--- src/rtl/ahb2apb_pkg.sv ---
// Shared AHB-to-APB bridge definitions: transfer/response codes, the
// peripheral address map and the error-response state type.
package ahb2apb_pkg;

  localparam logic [1:0] HTRANS_IDLE   = 2'b00;
  localparam logic [1:0] HTRANS_BUSY   = 2'b01;
  localparam logic [1:0] HTRANS_NONSEQ = 2'b10;
  localparam logic [1:0] HTRANS_SEQ    = 2'b11;

  localparam logic [1:0] HRESP_OKAY  = 2'b00;
  localparam logic [1:0] HRESP_ERROR = 2'b01;

  localparam logic [31:0] SLV0_BASE  = 32'h8000_0000;
  localparam logic [31:0] SLV0_LIMIT = 32'h83FF_FFFF;
  localparam logic [31:0] SLV1_BASE  = 32'h8400_0000;
  localparam logic [31:0] SLV1_LIMIT = 32'h87FF_FFFF;
  localparam logic [31:0] SLV2_BASE  = 32'h8800_0000;
  localparam logic [31:0] SLV2_LIMIT = 32'h8BFF_FFFF;

  typedef enum logic [1:0] {
    ERR_IDLE   = 2'b00,
    ERR_FIRST  = 2'b01,
    ERR_SECOND = 2'b10
  } err_state_e;

  // NONSEQ and SEQ are the only transfer types that carry a real access.
  function automatic logic htrans_active(input logic [1:0] htrans);
    return (htrans == HTRANS_NONSEQ) || (htrans == HTRANS_SEQ);
  endfunction

endpackage

--- src/rtl/ahb_addr_decode.sv ---
// Combinational AHB address decoder: one-hot peripheral select plus an
// in-range flag for the three APB peripheral windows.
module ahb_addr_decode
  import ahb2apb_pkg::*;
(
  input  logic [31:0] haddr,
  output logic [2:0]  tempselx,
  output logic        in_range
);

  always_comb begin
    // NOTE: default first so every path assigns tempselx and no latch is inferred.
    tempselx = 3'b000;
    if (haddr >= SLV0_BASE && haddr <= SLV0_LIMIT) begin
      tempselx = 3'b001;
    end else if (haddr >= SLV1_BASE && haddr <= SLV1_LIMIT) begin
      tempselx = 3'b010;
    end else if (haddr >= SLV2_BASE && haddr <= SLV2_LIMIT) begin
      tempselx = 3'b100;
    end
  end

  assign in_range = |tempselx;

endmodule

--- src/rtl/ahb_slave_interface.sv ---
// AHB slave front end of the AHB-to-APB bridge: address/data pipeline,
// decode and qualification. Define AHB_ERR_RESP_EN to build the two-cycle
// ERROR response for out-of-range transfers; otherwise they are dropped.
module ahb_slave_interface
  import ahb2apb_pkg::*;
(
  input  logic        Hclk,
  input  logic        Hreset,
  input  logic        Hwrite,
  input  logic        Hreadyin,
  input  logic [1:0]  Htrans,
  input  logic [31:0] Haddr,
  input  logic [31:0] Hwdata,
  input  logic [31:0] Prdata,
  output logic        valid,
  output logic [31:0] Haddr1,
  output logic [31:0] Haddr2,
  output logic [31:0] Hwdata1,
  output logic [31:0] Hwdata2,
  output logic        Hwritereg,
  output logic [2:0]  tempselx,
  output logic [31:0] Hrdata,
  output logic [1:0]  Hresp,
  output logic        Hreadyerr
);

  logic        in_range;
  logic        xfer_req;
  logic        err_block;
  logic [31:0] haddr1_d, haddr1_q, haddr2_d, haddr2_q;
  logic [31:0] hwdata1_d, hwdata1_q, hwdata2_d, hwdata2_q;
  logic        hwritereg_d, hwritereg_q;

  ahb_addr_decode u_decode (
    .haddr    (Haddr),
    .tempselx (tempselx),
    .in_range (in_range)
  );

  assign xfer_req = Hreadyin && htrans_active(Htrans);
  assign valid    = xfer_req && in_range && !err_block;
  assign Hrdata   = Prdata;

  // Address and direction stall with HREADY; write data always advances so it
  // lines up one cycle behind its address phase.
  always_comb begin
    haddr1_d    = haddr1_q;
    haddr2_d    = haddr2_q;
    hwritereg_d = hwritereg_q;
    if (Hreadyin) begin
      haddr1_d    = Haddr;
      haddr2_d    = haddr1_q;
      hwritereg_d = Hwrite;
    end
    hwdata1_d = Hwdata;
    hwdata2_d = hwdata1_q;
  end

  always_ff @(posedge Hclk) begin
    // NOTE: non-blocking assignments so every flop samples pre-edge values.
    if (Hreset) begin
      haddr1_q    <= '0;
      haddr2_q    <= '0;
      hwdata1_q   <= '0;
      hwdata2_q   <= '0;
      hwritereg_q <= 1'b0;
    end else begin
      haddr1_q    <= haddr1_d;
      haddr2_q    <= haddr2_d;
      hwdata1_q   <= hwdata1_d;
      hwdata2_q   <= hwdata2_d;
      hwritereg_q <= hwritereg_d;
    end
  end

  assign Haddr1    = haddr1_q;
  assign Haddr2    = haddr2_q;
  assign Hwdata1   = hwdata1_q;
  assign Hwdata2   = hwdata2_q;
  assign Hwritereg = hwritereg_q;

`ifdef AHB_ERR_RESP_EN
  err_state_e state_d, state_q;

  always_comb begin
    state_d   = state_q;
    Hresp     = HRESP_OKAY;
    Hreadyerr = 1'b1;
    unique case (state_q)
      ERR_IDLE: begin
        if (xfer_req && !in_range) state_d = ERR_FIRST;
      end
      ERR_FIRST: begin
        state_d   = ERR_SECOND;
        Hresp     = HRESP_ERROR;
        Hreadyerr = 1'b0;
      end
      ERR_SECOND: begin
        // A new bad access here restarts the response back to back.
        state_d = (xfer_req && !in_range) ? ERR_FIRST : ERR_IDLE;
        Hresp   = HRESP_ERROR;
      end
      default: state_d = ERR_IDLE;
    endcase
  end

  always_ff @(posedge Hclk) begin
    if (Hreset) state_q <= ERR_IDLE;
    else        state_q <= state_d;
  end

  assign err_block = (state_q == ERR_FIRST);
`else
  assign err_block = 1'b0;
  assign Hresp     = HRESP_OKAY;
  assign Hreadyerr = 1'b1;
`endif

endmodule

--- config.mk ---
export PLATFORM = sky130hd
export DESIGN_NAME = ahb_slave_interface
export DESIGN_NICKNAME = d
export VERILOG_FILES = /design/src/rtl/ahb2apb_pkg.sv /design/src/rtl/ahb_addr_decode.sv /design/src/rtl/ahb_slave_interface.sv
export SDC_FILE = /design/constraint.sdc
export NUM_CORES = 1
export LEC_CHECK = 0
export CORE_AREA = 2 2 109 111
export DETAILED_ROUTE_END_ITERATION = 8
export DIE_AREA = 0 0 111 113
export PLACE_DENSITY = 0.83
export SYNTH_ARGS = -nofsm -noshare
export SYNTH_HDL_FRONTEND = slang
export SYNTH_SLANG_ARGS = --single-unit
--- constraint.sdc ---
create_clock -name Hclk -period 2.4 [get_ports Hclk]
set_input_delay 0.24 -clock Hclk [delete_from_list [all_inputs] [get_ports Hclk]]
set_output_delay 0.24 -clock Hclk [all_outputs]
set_load 0.01 [all_outputs]
==> summary.md <==
| Metric | Value |
|---|---|
| HP Class | `input port to register` |
| Worst clock skew | `0.00495 ns` |
| Count of input and output buffers | `201` |
| Total negative slack | `0 ns` |
| Number of cells traversed by the worst hold path | `3` |
| Diodes inserted | `0` |
| Worst r2r dst | `Haddr2[24]$_SDFFE_PP0P_` |
| Maximum number of pins on one net before global-route repair | `68` |
| Global-route usage over all layers | `0.164` |
| Yosys cell types | `13` |
| Power per cell area | `789 nW/um2` |
| Final standard cell count with taps included and fillers excluded | `711` |
| Area growth syn-to-layout | `56.5%` |
| Residual DRC | `0` |
| RSZ-0062 raised after global routing | `false` |
| Arrival time worst endpoint | `2.03 ns` |
| HPWL after detailed placement | `7.59 mm` |
| Cell area after synthesis | `4310 um2` |
| First drt pass iteration count | `4` |
| Core footprint | `11300 um2` |
| Inst Count DP | `679` |
| Via count of the first global-routing pass | `3339` |
| Total number of vias | `3185` |
| Leading cell type by number of instances after synthesis | `sky130_fd_sc_hd__dfxtp_1` |
| Reg-to-Reg Start | `Haddr1[24]$_SDFFE_PP0P_` |
| Cell type with the highest occurrence count on the critical path | `sky130_fd_sc_hd__clkdlybuf4s50_1` |
| Max Clk Rate | `0.441 GHz` |
| Worst voltage drop across the vdd grid | `538 uV` |
| Maximum single-stage delay on the critical path | `0.57 ns` |
| Clock latency on the worst-skew pair | `0.40 ns` |
| Syn Area/Cell | `11.1 um2` |
| Clock tree root buffer cell | `sky130_fd_sc_hd__clkbuf_16` |
| Setup repair bufs after CTS | `0` |
| Yosys top cell by area | `sky130_fd_sc_hd__dfxtp_1` |
| Capturing element type of the critical path | `primary output` |
| MaxCap Viol Count | `0` |
| Final worst path period share | `0.944` |
| Total global routing overflow | `0` |
| Per-cell via count in the routed design | `4.48` |
| Instance count of the mapped netlist | `388` |
| Number of clock buffers inserted by TritonCTS | `17` |
| Number of top-level design ports | `270` |
| Master of the slowest instance on the critical path | `sky130_fd_sc_hd__or4b_4` |
| Drt wl/cell | `14.4 um` |
| Antenna violations before repair | `0` |
| Hold Path Sink | `Haddr1[22]$_SDFFE_PP0P_` |
| Number of storage elements in the synthesis netlist | `129` |
| Fraction of synthesized cell area taken by the top area cell type | `0.599` |
| Run status | `finished clean` |
| Horizontal die dimension | `111 um` |
| Number of synthesized flops with an enable pin | `0` |
| Top cell types by occurrence after synthesis | `sky130_fd_sc_hd__dfxtp_1, sky130_fd_sc_hd__mux2i_1, sky130_fd_sc_hd__nor2_1` |
| Register area share after synthesis | `0.599` |
| First-pass GRT wire length | `16.2 mm` |
| Logic depth of the worst register-to-register path | `2` |
| Global placement routability congestion | `0.826` |
| Data required time at the worst endpoint | `2.16 ns` |
| Main synth FF type | `sky130_fd_sc_hd__dfxtp_1` |
| Clock tree buffer depth | `2` |
| Headroom to the max-slew limit | `0.572` |
| Final slew viol count | `0` |
| Sinks on Clock Net | `129` |
| Setup violations, final | `0` |
| Design Power | `0.00532 W` |
| Leak | `2.74 nW` |
| Post-synth ARST share | `0` |
| Post-CTS clock slew at the launch and capture registers of the worst setup and hold paths | `0.05 ns` |
| Number of gates resized after cts | `0` |
| Worst Max-Slew Pin Slew | `0.641 ns` |
| Crit Path Max Fanout | `4` |
| Hold violation count in the final report | `0` |
| CTS tree | `yes` |
| Share of cells above drive strength 1 | `0.0722` |
| Violation count after the first detailed-route iteration | `110` |
| Hold-fix buffers, CTS | `0` |
| Crit path time final | `2.27 ns` |
| Category of cells accounting for the largest share of critical-path delay | `buffers and inverters` |
| Cell types with the largest area share after synthesis | `sky130_fd_sc_hd__dfxtp_1, sky130_fd_sc_hd__mux2i_1, sky130_fd_sc_hd__nor2b_1, sky130_fd_sc_hd__buf_4, sky130_fd_sc_hd__nor2_1` |
| Worst path cell trace | `clkdlybuf4s50_1 > or4b_4 > a211oi_2 > clkdlybuf4s50_1` |
| Setup crit start kind | `input port` |
| Hold Startpoint | `Hreadyin` |
| Worst Path Class, Setup | `input port to primary output` |
| Vert. Die Dim | `113 um` |
| Reg2Reg Setup Slack | `1.72 ns` |
| Nets@finish | `657` |
| Sum of buffers and inverters on the critical path | `2` |
| Starting density of the core | `0.383` |
| Placement Rows | `39` |
| Total routed wirelength | `10.3 mm` |
| Die ar. | `12500 um2` |
| Number of nets with antenna violations after routing | `0` |
| H-tree depth reported by CTS | `4` |
| Synth warn | `0` |
[how the worst max path moves through the flow]
| stage | startpoint | end | slack (ns) | cells past startpoint |
|---|---|---|---|---|
| finish | Haddr[29] | valid | 0.13 | 4 |
| global route | Haddr[31] | valid | 0.06 | 4 |
| CTS | Haddr[28] | valid | 0.13 | 4 |
| detailed placement | Haddr[28] | valid | 0.13 | 4 |
| global placement | Haddr[28] | valid | 0.17 | 4 |
| floorplan | Haddr[28] | tempselx[0] | 1.08 | 2 |
[flip-flops by register name (all words and copies together), names as in the netlist]
name       cells
Haddr1        32
Haddr2        32
Hwdata1       32
Hwdata2       32
Hwritereg      1
[cells by family after synthesis]
kind of cell / after synthesis / share of synthesized area
AND/OR/NAND/NOR: 134 / 0.160
buffers and inverters: 57 / 0.0856
other: 2 / 0.00174
flip-flops: 129 / 0.599
AO/OA/AOI/OAI: 1 / 0.00290
multiplexers: 65 / 0.151
[layer usage]
metal,up-vias,share of wire,track usage
met5,-,0,0
met4,0,0.046,0.116
met3,49,0.079,0.0707
met2,147,0.52,0.287
met1,1456,0.35,0.155
li1,1533,-,-
[per-stage QoR]
| stage | utilization | cell area [um2] | setup slack (ns) | hold slack, ns |
|---|---|---|---|---|
| final | 0.599 | 6750 | 0.133 | 0.324 |
| after CTS | 0.599 | 6750 | 0.134 | 0.300 |
| after global placement | 0.547 | 6170 | 0.170 | 0.443 |
| after global routing | 0.599 | 6750 | 0.0611 | 0.325 |
| after detailed placement | 0.547 | 6170 | 0.129 | 0.456 |
| after floorplan | - | 4320 | 1.08 | 0.368 |
[cell usage in the layout, fill, tap and decap left out, drive strengths merged]
master / netlist / final
bufinv: 0 / 2
nor2: 65 / 65
clkbuf: 13 / 18
clkinvlp: 0 / 7
clkdlybuf4s50: 0 / 199
nand2: 1 / 1
nor3b: 2 / 2
buf: 44 / 5
nor3: 1 / 1
conb: 2 / 3
mux2i: 65 / 65
or4b: 1 / 1
dfxtp: 129 / 129
clkinv: 0 / 5
nor2b: 64 / 64
a211oi: 1 / 1
[report_power, final]
group | leakage, nW | internal [W] | total [W] | switching (W)
sequential | 1.06 | 0.00225 | 0.00230 | 0.0000539
combinational | 1.41 | 0.000345 | 0.000560 | 0.000215
clock | 0.266 | 0.00155 | 0.00247 | 0.000921
[cell type report]
class | count | area [um2]
clock buffers | 18 | 439
clock inverters | 14 | 141
fillers | 907 | 4520
multi-input cells | 203 | 1370
flip-flops and latches | 129 | 2580
well taps | 143 | 179
repair buffers | 204 | 2040
[worst register-to-register path: stages, from the launching register on]
cell and delay, ns:
sky130_fd_sc_hd__dfxtp_1 0.32, sky130_fd_sc_hd__mux2i_1 0.17, sky130_fd_sc_hd__nor2_1 0.05
Power figures use the tool's default switching activity.
